==> src/rtl/fp_addr_pkg.sv <==
// Shared constants for the FP adder alignment path: default widths and the OUT_W derivation.
// Latency: n/a (package only).
// Backpressure: n/a (package only).
// Contents: DEF_MANT_W, DEF_GRD_W, DEF_SHIFT_W, DEF_TAG_W, out_w().
package fp_addr_pkg;

    localparam int DEF_MANT_W  = 4;
    localparam int DEF_GRD_W   = 2;
    localparam int DEF_SHIFT_W = 3;
    localparam int DEF_TAG_W   = 4;

    // Aligned word: one headroom zero, hidden bit, mantissa, guard bits.
    function automatic int out_w(input int mant_w, input int grd_w);
        return mant_w + grd_w + 2;
    endfunction

endpackage

==> src/rtl/align_stage.sv <==
// One registered right-shift stage with valid/ready handshake and sticky accumulation.
// Latency: 1 cycle from an accepted up beat to dn_valid.
// Backpressure: loads when empty or dn_ready; up_ready = load condition (combinational from dn_ready).
// Ports: clk, rst (sync, active-high); up_* = incoming beat (word, shift, sideband, sticky);
//        dn_* = registered beat. Sticky ports exist only with ALIGN_SHIFTER_STICKY_EN defined.
module align_stage #(
    parameter int W       = 8,
    parameter int SHIFT_W = 3,
    parameter int SIDE_W  = 4
) (
    input  logic               clk,
    input  logic               rst,
    input  logic               up_valid,
    output logic               up_ready,
    input  logic [W-1:0]       up_word,
    input  logic [SHIFT_W-1:0] up_shift,
    input  logic [SIDE_W-1:0]  up_side,
`ifdef ALIGN_SHIFTER_STICKY_EN
    input  logic               up_sticky,
    output logic               dn_sticky,
`endif
    output logic               dn_valid,
    input  logic               dn_ready,
    output logic [W-1:0]       dn_word,
    output logic [SIDE_W-1:0]  dn_side
);

    logic         load;
    logic [W-1:0] shifted;

    // Register is free when empty or its current beat leaves this edge.
    assign load     = !dn_valid || dn_ready;
    assign up_ready = load;

    // A shift of W or more yields zero, which is the required saturation.
    assign shifted = up_word >> up_shift;

`ifdef ALIGN_SHIFTER_STICKY_EN
    logic [W-1:0] low_mask;
    logic         dropped;

    // Mask of the bit positions falling off the bottom; all ones once shift >= W.
    assign low_mask = ~({W{1'b1}} << up_shift);
    assign dropped  = |(up_word & low_mask);
`endif

    always_ff @(posedge clk) begin
        if (rst) begin
            dn_valid  <= 1'b0;
            dn_word   <= '0;
            dn_side   <= '0;
`ifdef ALIGN_SHIFTER_STICKY_EN
            dn_sticky <= 1'b0;
`endif
        end else if (load) begin
            dn_valid <= up_valid;
            // Payload only changes when a real beat arrives, so a bubble leaves it untouched.
            if (up_valid) begin
                dn_word   <= shifted;
                dn_side   <= up_side;
`ifdef ALIGN_SHIFTER_STICKY_EN
                dn_sticky <= up_sticky | dropped;
`endif
            end
        end
    end

endmodule

==> src/rtl/align_shifter.sv <==
// Aligns the smaller FP operand's mantissa: right shift by exponent difference with sticky.
// Latency: 2 cycles (coarse shift by multiples of 4, then fine shift by shift_amount[1:0]); 1 beat/cycle.
// Backpressure: valid/ready; in_ready is combinational from out_ready through both stage load terms.
// Ports: clk, rst (sync, active-high); in_valid/in_ready, small_mant, hidden, shift_amount, tag_in;
//        out_valid/out_ready, shifted_mant, sticky, tag_out.
// Config: ALIGN_SHIFTER_STICKY_EN defined -> sticky computed and ORed into shifted_mant[0];
//         undefined -> sticky tied 0, plain truncating shift.
module align_shifter
    import fp_addr_pkg::*;
#(
    parameter int MANT_W  = DEF_MANT_W,
    parameter int GRD_W   = DEF_GRD_W,
    parameter int SHIFT_W = DEF_SHIFT_W,
    parameter int TAG_W   = DEF_TAG_W
) (
    input  logic                      clk,
    input  logic                      rst,
    input  logic                      in_valid,
    output logic                      in_ready,
    input  logic [MANT_W-1:0]         small_mant,
    input  logic                      hidden,
    input  logic [SHIFT_W-1:0]        shift_amount,
    input  logic [TAG_W-1:0]          tag_in,
    output logic                      out_valid,
    input  logic                      out_ready,
    output logic [MANT_W+GRD_W+1:0]   shifted_mant,
    output logic                      sticky,
    output logic [TAG_W-1:0]          tag_out
);

    localparam int OUT_W   = out_w(MANT_W, GRD_W);
    localparam int SIDE1_W = TAG_W + 2;

    logic [OUT_W-1:0]   pre_word;
    logic [SHIFT_W-1:0] coarse_shift;
    logic [SIDE1_W-1:0] s1_side_in;

    logic               s1_valid;
    logic               s1_ready;
    logic [OUT_W-1:0]   s1_word;
    logic [SIDE1_W-1:0] s1_side;
    logic [SHIFT_W-1:0] fine_shift;

    logic [OUT_W-1:0]   s2_word;

    assign pre_word     = {1'b0, hidden, small_mant, {GRD_W{1'b0}}};
    assign coarse_shift = shift_amount & ~SHIFT_W'(3);
    // The fine shift amount rides along with the tag into stage 2.
    assign s1_side_in   = {shift_amount[1:0], tag_in};
    assign fine_shift   = SHIFT_W'(s1_side[TAG_W +: 2]);

`ifdef ALIGN_SHIFTER_STICKY_EN
    logic s1_sticky;
    logic s2_sticky;
`endif

    align_stage #(
        .W       (OUT_W),
        .SHIFT_W (SHIFT_W),
        .SIDE_W  (SIDE1_W)
    ) u_stage1 (
        .clk       (clk),
        .rst       (rst),
        .up_valid  (in_valid),
        .up_ready  (in_ready),
        .up_word   (pre_word),
        .up_shift  (coarse_shift),
        .up_side   (s1_side_in),
`ifdef ALIGN_SHIFTER_STICKY_EN
        .up_sticky (1'b0),
        .dn_sticky (s1_sticky),
`endif
        .dn_valid  (s1_valid),
        .dn_ready  (s1_ready),
        .dn_word   (s1_word),
        .dn_side   (s1_side)
    );

    align_stage #(
        .W       (OUT_W),
        .SHIFT_W (SHIFT_W),
        .SIDE_W  (TAG_W)
    ) u_stage2 (
        .clk       (clk),
        .rst       (rst),
        .up_valid  (s1_valid),
        .up_ready  (s1_ready),
        .up_word   (s1_word),
        .up_shift  (fine_shift),
        .up_side   (s1_side[TAG_W-1:0]),
`ifdef ALIGN_SHIFTER_STICKY_EN
        .up_sticky (s1_sticky),
        .dn_sticky (s2_sticky),
`endif
        .dn_valid  (out_valid),
        .dn_ready  (out_ready),
        .dn_word   (s2_word),
        .dn_side   (tag_out)
    );

`ifdef ALIGN_SHIFTER_STICKY_EN
    // Jamming sticky into the LSB keeps rounding information in the word itself.
    assign shifted_mant = {s2_word[OUT_W-1:1], s2_word[0] | s2_sticky};
    assign sticky       = s2_sticky;
`else
    assign shifted_mant = s2_word;
    assign sticky       = 1'b0;
`endif

endmodule
==> config.mk <==
export PLATFORM = sky130hd
export DESIGN_NAME = align_shifter
export DESIGN_NICKNAME = d
export VERILOG_FILES = /design/src/rtl/fp_addr_pkg.sv /design/src/rtl/align_stage.sv /design/src/rtl/align_shifter.sv
export SDC_FILE = /design/constraint.sdc
export NUM_CORES = 1
export LEC_CHECK = 0
export CORE_MARGIN = 10
export CORE_UTILIZATION = 30
export DETAILED_ROUTE_END_ITERATION = 12
export RECOVER_POWER = 50
export SLEW_MARGIN = 20
export SYNTH_ARGS = -nofsm -noshare
export SYNTH_HDL_FRONTEND = slang
export SYNTH_SLANG_ARGS = --single-unit
export TNS_END_PERCENT = 100
==> constraint.sdc <==
create_clock -name clk -period 3.59 [get_ports clk]
set_clock_uncertainty 0.15 [all_clocks]
set_input_delay 0.718 -clock clk [delete_from_list [all_inputs] [get_ports clk]]
set_output_delay 0.718 -clock clk [all_outputs]
set_load 0.02 [all_outputs]
==> results of run 1 <==
==> state kept, by name, summed over array words and instances, names as in the netlist <==
register and count:
u_stage2.dn_word 7, u_stage1.dn_valid 1, u_stage2.dn_valid 1, u_stage1.dn_side 6, u_stage2.dn_side 4, u_stage1.dn_word 7
==> metal layers <==
metal | GRT usage, % | share of wire [%] | wire, um | vias to the layer above
met3 | 1.73 | 7.0 | 193 | 5
met1 | 10.5 | 47 | 1310 | 462
li1 | - | - | - | 514
met5 | 0 | 0 | 0 | -
met4 | 5.02 | 2.1 | 58 | 0
met2 | 12.8 | 44 | 1210 | 27
==> cells in the mapped netlist <==
cell type	count
sky130_fd_sc_hd__dfxtp_1	26
sky130_fd_sc_hd__a21oi_1	25
sky130_fd_sc_hd__o21ai_0	23
sky130_fd_sc_hd__nand3_1	15
sky130_fd_sc_hd__clkbuf_1	9
sky130_fd_sc_hd__mux4_2	4
sky130_fd_sc_hd__nand4b_1	4
sky130_fd_sc_hd__buf_4	3
sky130_fd_sc_hd__mux2i_1	3
sky130_fd_sc_hd__buf_2	2
sky130_fd_sc_hd__nand4_1	2
sky130_fd_sc_hd__nor2b_1	2
sky130_fd_sc_hd__a311oi_1	1
sky130_fd_sc_hd__and3b_1	1
sky130_fd_sc_hd__buf_6	1
sky130_fd_sc_hd__conb_1	1
sky130_fd_sc_hd__inv_1	1
sky130_fd_sc_hd__inv_2	1
sky130_fd_sc_hd__inv_4	1
sky130_fd_sc_hd__nand2b_1	1
sky130_fd_sc_hd__nand3b_1	1
sky130_fd_sc_hd__nor3b_1	1
sky130_fd_sc_hd__o21a_1	1
sky130_fd_sc_hd__o41ai_1	1
sky130_fd_sc_hd__or4_1	1
==> area by class of cell <==
type / count / share of cell area (%)
timing repair buffer: 29 / 19.3
sequential: 26 / 35.0
inverter: 3 / 0.924
tap: 48 / 4.03
multi-input combinational: 88 / 38.0
clock buffer: 3 / 2.77
==> worst register-to-register path: stages (launching register included) <==
cell and delay [ps]:
sky130_fd_sc_hd__dfxtp_1 550, sky130_fd_sc_hd__and3b_1 480, sky130_fd_sc_hd__inv_2 60, sky130_fd_sc_hd__buf_4 190, sky130_fd_sc_hd__a21oi_1 150, sky130_fd_sc_hd__a311oi_1 60
==> power by group through the flow <==
stage	Clock (uW)	Combinational, uW	Sequential, uW
6_report	161	67.6	311
5_1_grt	173	74.0	314
4_1_cts	164	69.3	312
3_5_place_dp	0	69.2	319
3_3_place_gp	0	67.9	318
2_1_floorplan	0	44.1	315
==> worst paths after layout <==
path                                    start  cells after the start                                to  slack, ps
max reg2reg    u_stage1.dn_valid$_SDFFE_PP0P_                      5  u_stage1.dn_word[2]$_SDFFE_PP0P_       1780
min          u_stage2.dn_word[3]$_SDFFE_PP0P_                      2  u_stage2.dn_word[3]$_SDFFE_PP0P_        320
max                                 out_ready                      4                          in_ready        360
min reg2reg  u_stage2.dn_word[3]$_SDFFE_PP0P_                      2  u_stage2.dn_word[3]$_SDFFE_PP0P_        320
==> cell usage in the layout (no fill, tap or decap) <==
master / synthesis / routed
sky130_fd_sc_hd__nand4_1: 2 / 2
sky130_fd_sc_hd__a21oi_1: 25 / 25
sky130_fd_sc_hd__nand4b_1: 4 / 4
sky130_fd_sc_hd__or4_1: 1 / 1
sky130_fd_sc_hd__dlygate4sd3_1: 0 / 13
sky130_fd_sc_hd__inv_2: 1 / 1
sky130_fd_sc_hd__a311oi_1: 1 / 1
sky130_fd_sc_hd__o21ai_0: 23 / 23
sky130_fd_sc_hd__mux2i_1: 3 / 3
sky130_fd_sc_hd__nand3_1: 15 / 15
sky130_fd_sc_hd__dfxtp_1: 26 / 26
sky130_fd_sc_hd__o21a_1: 1 / 1
sky130_fd_sc_hd__inv_1: 1 / 1
sky130_fd_sc_hd__clkdlybuf4s50_1: 0 / 15
sky130_fd_sc_hd__conb_1: 1 / 2
sky130_fd_sc_hd__clkbuf_8: 0 / 3
sky130_fd_sc_hd__buf_4: 3 / 1
sky130_fd_sc_hd__nand2b_1: 1 / 1
sky130_fd_sc_hd__mux4_2: 4 / 4
sky130_fd_sc_hd__o41ai_1: 1 / 1
sky130_fd_sc_hd__and3b_1: 1 / 1
sky130_fd_sc_hd__nor3b_1: 1 / 1
sky130_fd_sc_hd__nor2b_1: 2 / 2
sky130_fd_sc_hd__inv_4: 1 / 1
sky130_fd_sc_hd__nand3b_1: 1 / 1
==> through the flow <==
step | area [um2] | hold slack [ps] | setup slack, ps | power [uW]
after floorplan | 1180 | 290 | 1490 | 359
after global placement | 1450 | 312 | 503 | 385
after detailed placement | 1450 | 318 | 501 | 388
after CTS | 1490 | 328 | 488 | 545
after global routing | 1490 | 352 | 269 | 562
final | 1490 | 323 | 362 | 540
==> cells by family (layout without fill, tap and decap cells) <==
kind of cell           count (synthesis)  count (layout)  share of synthesized area, %
buffers and inverters                 18              35                          7.78
flip-flops                            26              26                          44.3
AND/OR/NAND/NOR                       28              28                          14.7
AO/OA/AOI/OAI                         51              51                          22.6
multiplexers                           7               7                          10.2
other                                  1               2                         0.320
==> results.json, run 1 <==
{
  "share_of_cells_above_drive_strength_1_pct": 6.71,
  "row_count": 22,
  "crit_path_class": "in2out",
  "timing_max_transition_violations_final": 0,
  "die_height_um": 82.5,
  "grt_use_total_pct": 8.35,
  "wire_per_inst_um": 14.1,
  "worstPathBufferInverterCount": 3,
  "numCtsBuffers": 3,
  "timing_hold_violations_final": 0,
  "yosysWarnings": 0,
  "synth.ff_latch_count": 26,
  "io_buffers": 28,
  "number_of_drc_markers_after_the_initial_detailed_route_iteration": 52,
  "worstMarginPinSlew_ps": 1010,
  "setup_viol_count_final": 0,
  "critPathMaxStageDelay_ps": 560,
  "cp_cell_sequence": "dlygate4sd3_1 > and3b_1 > inv_2 > clkdlybuf4s50_1",
  "cell_type_contributing_the_most_total_cell_area_after_synthesis": "sky130_fd_sc_hd__dfxtp_1",
  "area_growth_syn_to_layout_pct": 26.9,
  "p_sw_uw": 130,
  "yosys-top-cells-area": "sky130_fd_sc_hd__dfxtp_1 (44%), sky130_fd_sc_hd__a21oi_1 (11%), sky130_fd_sc_hd__o21ai_0 (9.8%), sky130_fd_sc_hd__mux4_2 (7.7%), sky130_fd_sc_hd__nand3_1 (6.4%)",
  "cts_hold_buf": 0,
  "diodes": 0,
  "grt_pass1_wl_um": 4580,
  "number_of_antenna_violations_at_the_first_check_in_global_routing": 0,
  "syn-instance-count": 131,
  "first_global_vias": 1000,
  "cts_root_buffer": "sky130_fd_sc_hd__clkbuf_8",
  "dp_hpwl_um": 2070,
  "critical-path-slowest-cell": "sky130_fd_sc_hd__dlygate4sd3_1",
  "worstPathMaxFanout": 13,
  "maxCapViolCount": 0,
  "grt_start_max_net_pins": 28,
  "timing.fmax_mhz": 310,
  "critPathTopFamily": "buffers and inverters",
  "crit_required_ps": 2720,
  "cells_after_dpl": 194,
  "post-route-util_pct": 40.1,
  "post_synth.cell_area_avg_um2": 8.96,
  "globalplace.congestion": 0.728,
  "timing.critical_path.to_type": "output port",
  "fillerInstances": 400,
  "seq_total_area_yosys_pct": 44.3,
  "intPower_uw": 410,
  "power.leakage_uw": 0.000519,
  "min_period_ps": 3230,
  "logic_gate_share_of_total_power_pct": 12.5,
  "area.sequential_um2": 520,
  "vdd_drop_max_mv": 0.149,
  "share_of_the_synthesized_area_in_the_top_cell_type_pct": 44.3,
  "min_period_over_period_pct": 89.9,
  "cts_post_setup_buffers_inserted": 0,
  "syn_area_um2": 1170,
  "critPathArrivalTime_ps": 2360,
  "fin_cells": 197,
  "max_slew_headroom_pct": 32.6,
  "worstHoldPathType": "reg2reg",
  "rsz0062_at_grt": "false",
  "outcome": "finished clean",
  "route.antenna.remaining_nets": 0,
  "start_util_pct": 31.6,
  "die-area_um2": 6810,
  "multiInputGateArea_um2": 566,
  "routed_wl_um": 2780,
  "power_switching_share_pct": 24.1,
  "ctsLongestPathBuffers": 2,
  "worst_skew_pair.late_latency_ps": 270,
  "cts_num_sinks": 26,
  "worst_setup_hold_path_clk_slew_ps": 80,
  "start_kind": "primary input",
  "power.share.clock_pct": 29.8,
  "gr_overflow_total": 0,
  "setup_total_negative_slack_ps": 0,
  "drtPass1Iterations": 4,
  "detail_route.vias_per_cell": 5.12,
  "dr_total_vias": 1008,
  "htree_num_levels": 1,
  "yosysUniqueCellTypes": 25,
  "cts_resized": 0,
  "num-nets-final": 167,
  "drc": 0,
  "seq_power_share_pct": 57.7,
  "top_level_ports": 31,
  "tritoncts": "built",
  "pwr_density_cell_nw_per_um2": 362,
  "floorplan.die.width_um": 82.5,
  "core_area_um2": 3720
}
Note: power is estimated with default switching activity, not from simulation.
==> run 2: changes to the inputs <==
--- a/config.mk
+++ b/config.mk
@@ -7,6 +7,7 @@
 export LEC_CHECK = 0
 export CORE_MARGIN = 10
 export CORE_UTILIZATION = 30
+export CTS_CLUSTER_SIZE = 12
 export DETAILED_ROUTE_END_ITERATION = 12
 export RECOVER_POWER = 50
 export SLEW_MARGIN = 20
==> results of run 2 <==
No change in the layout: final DEF, timing and power equal those of run 1.
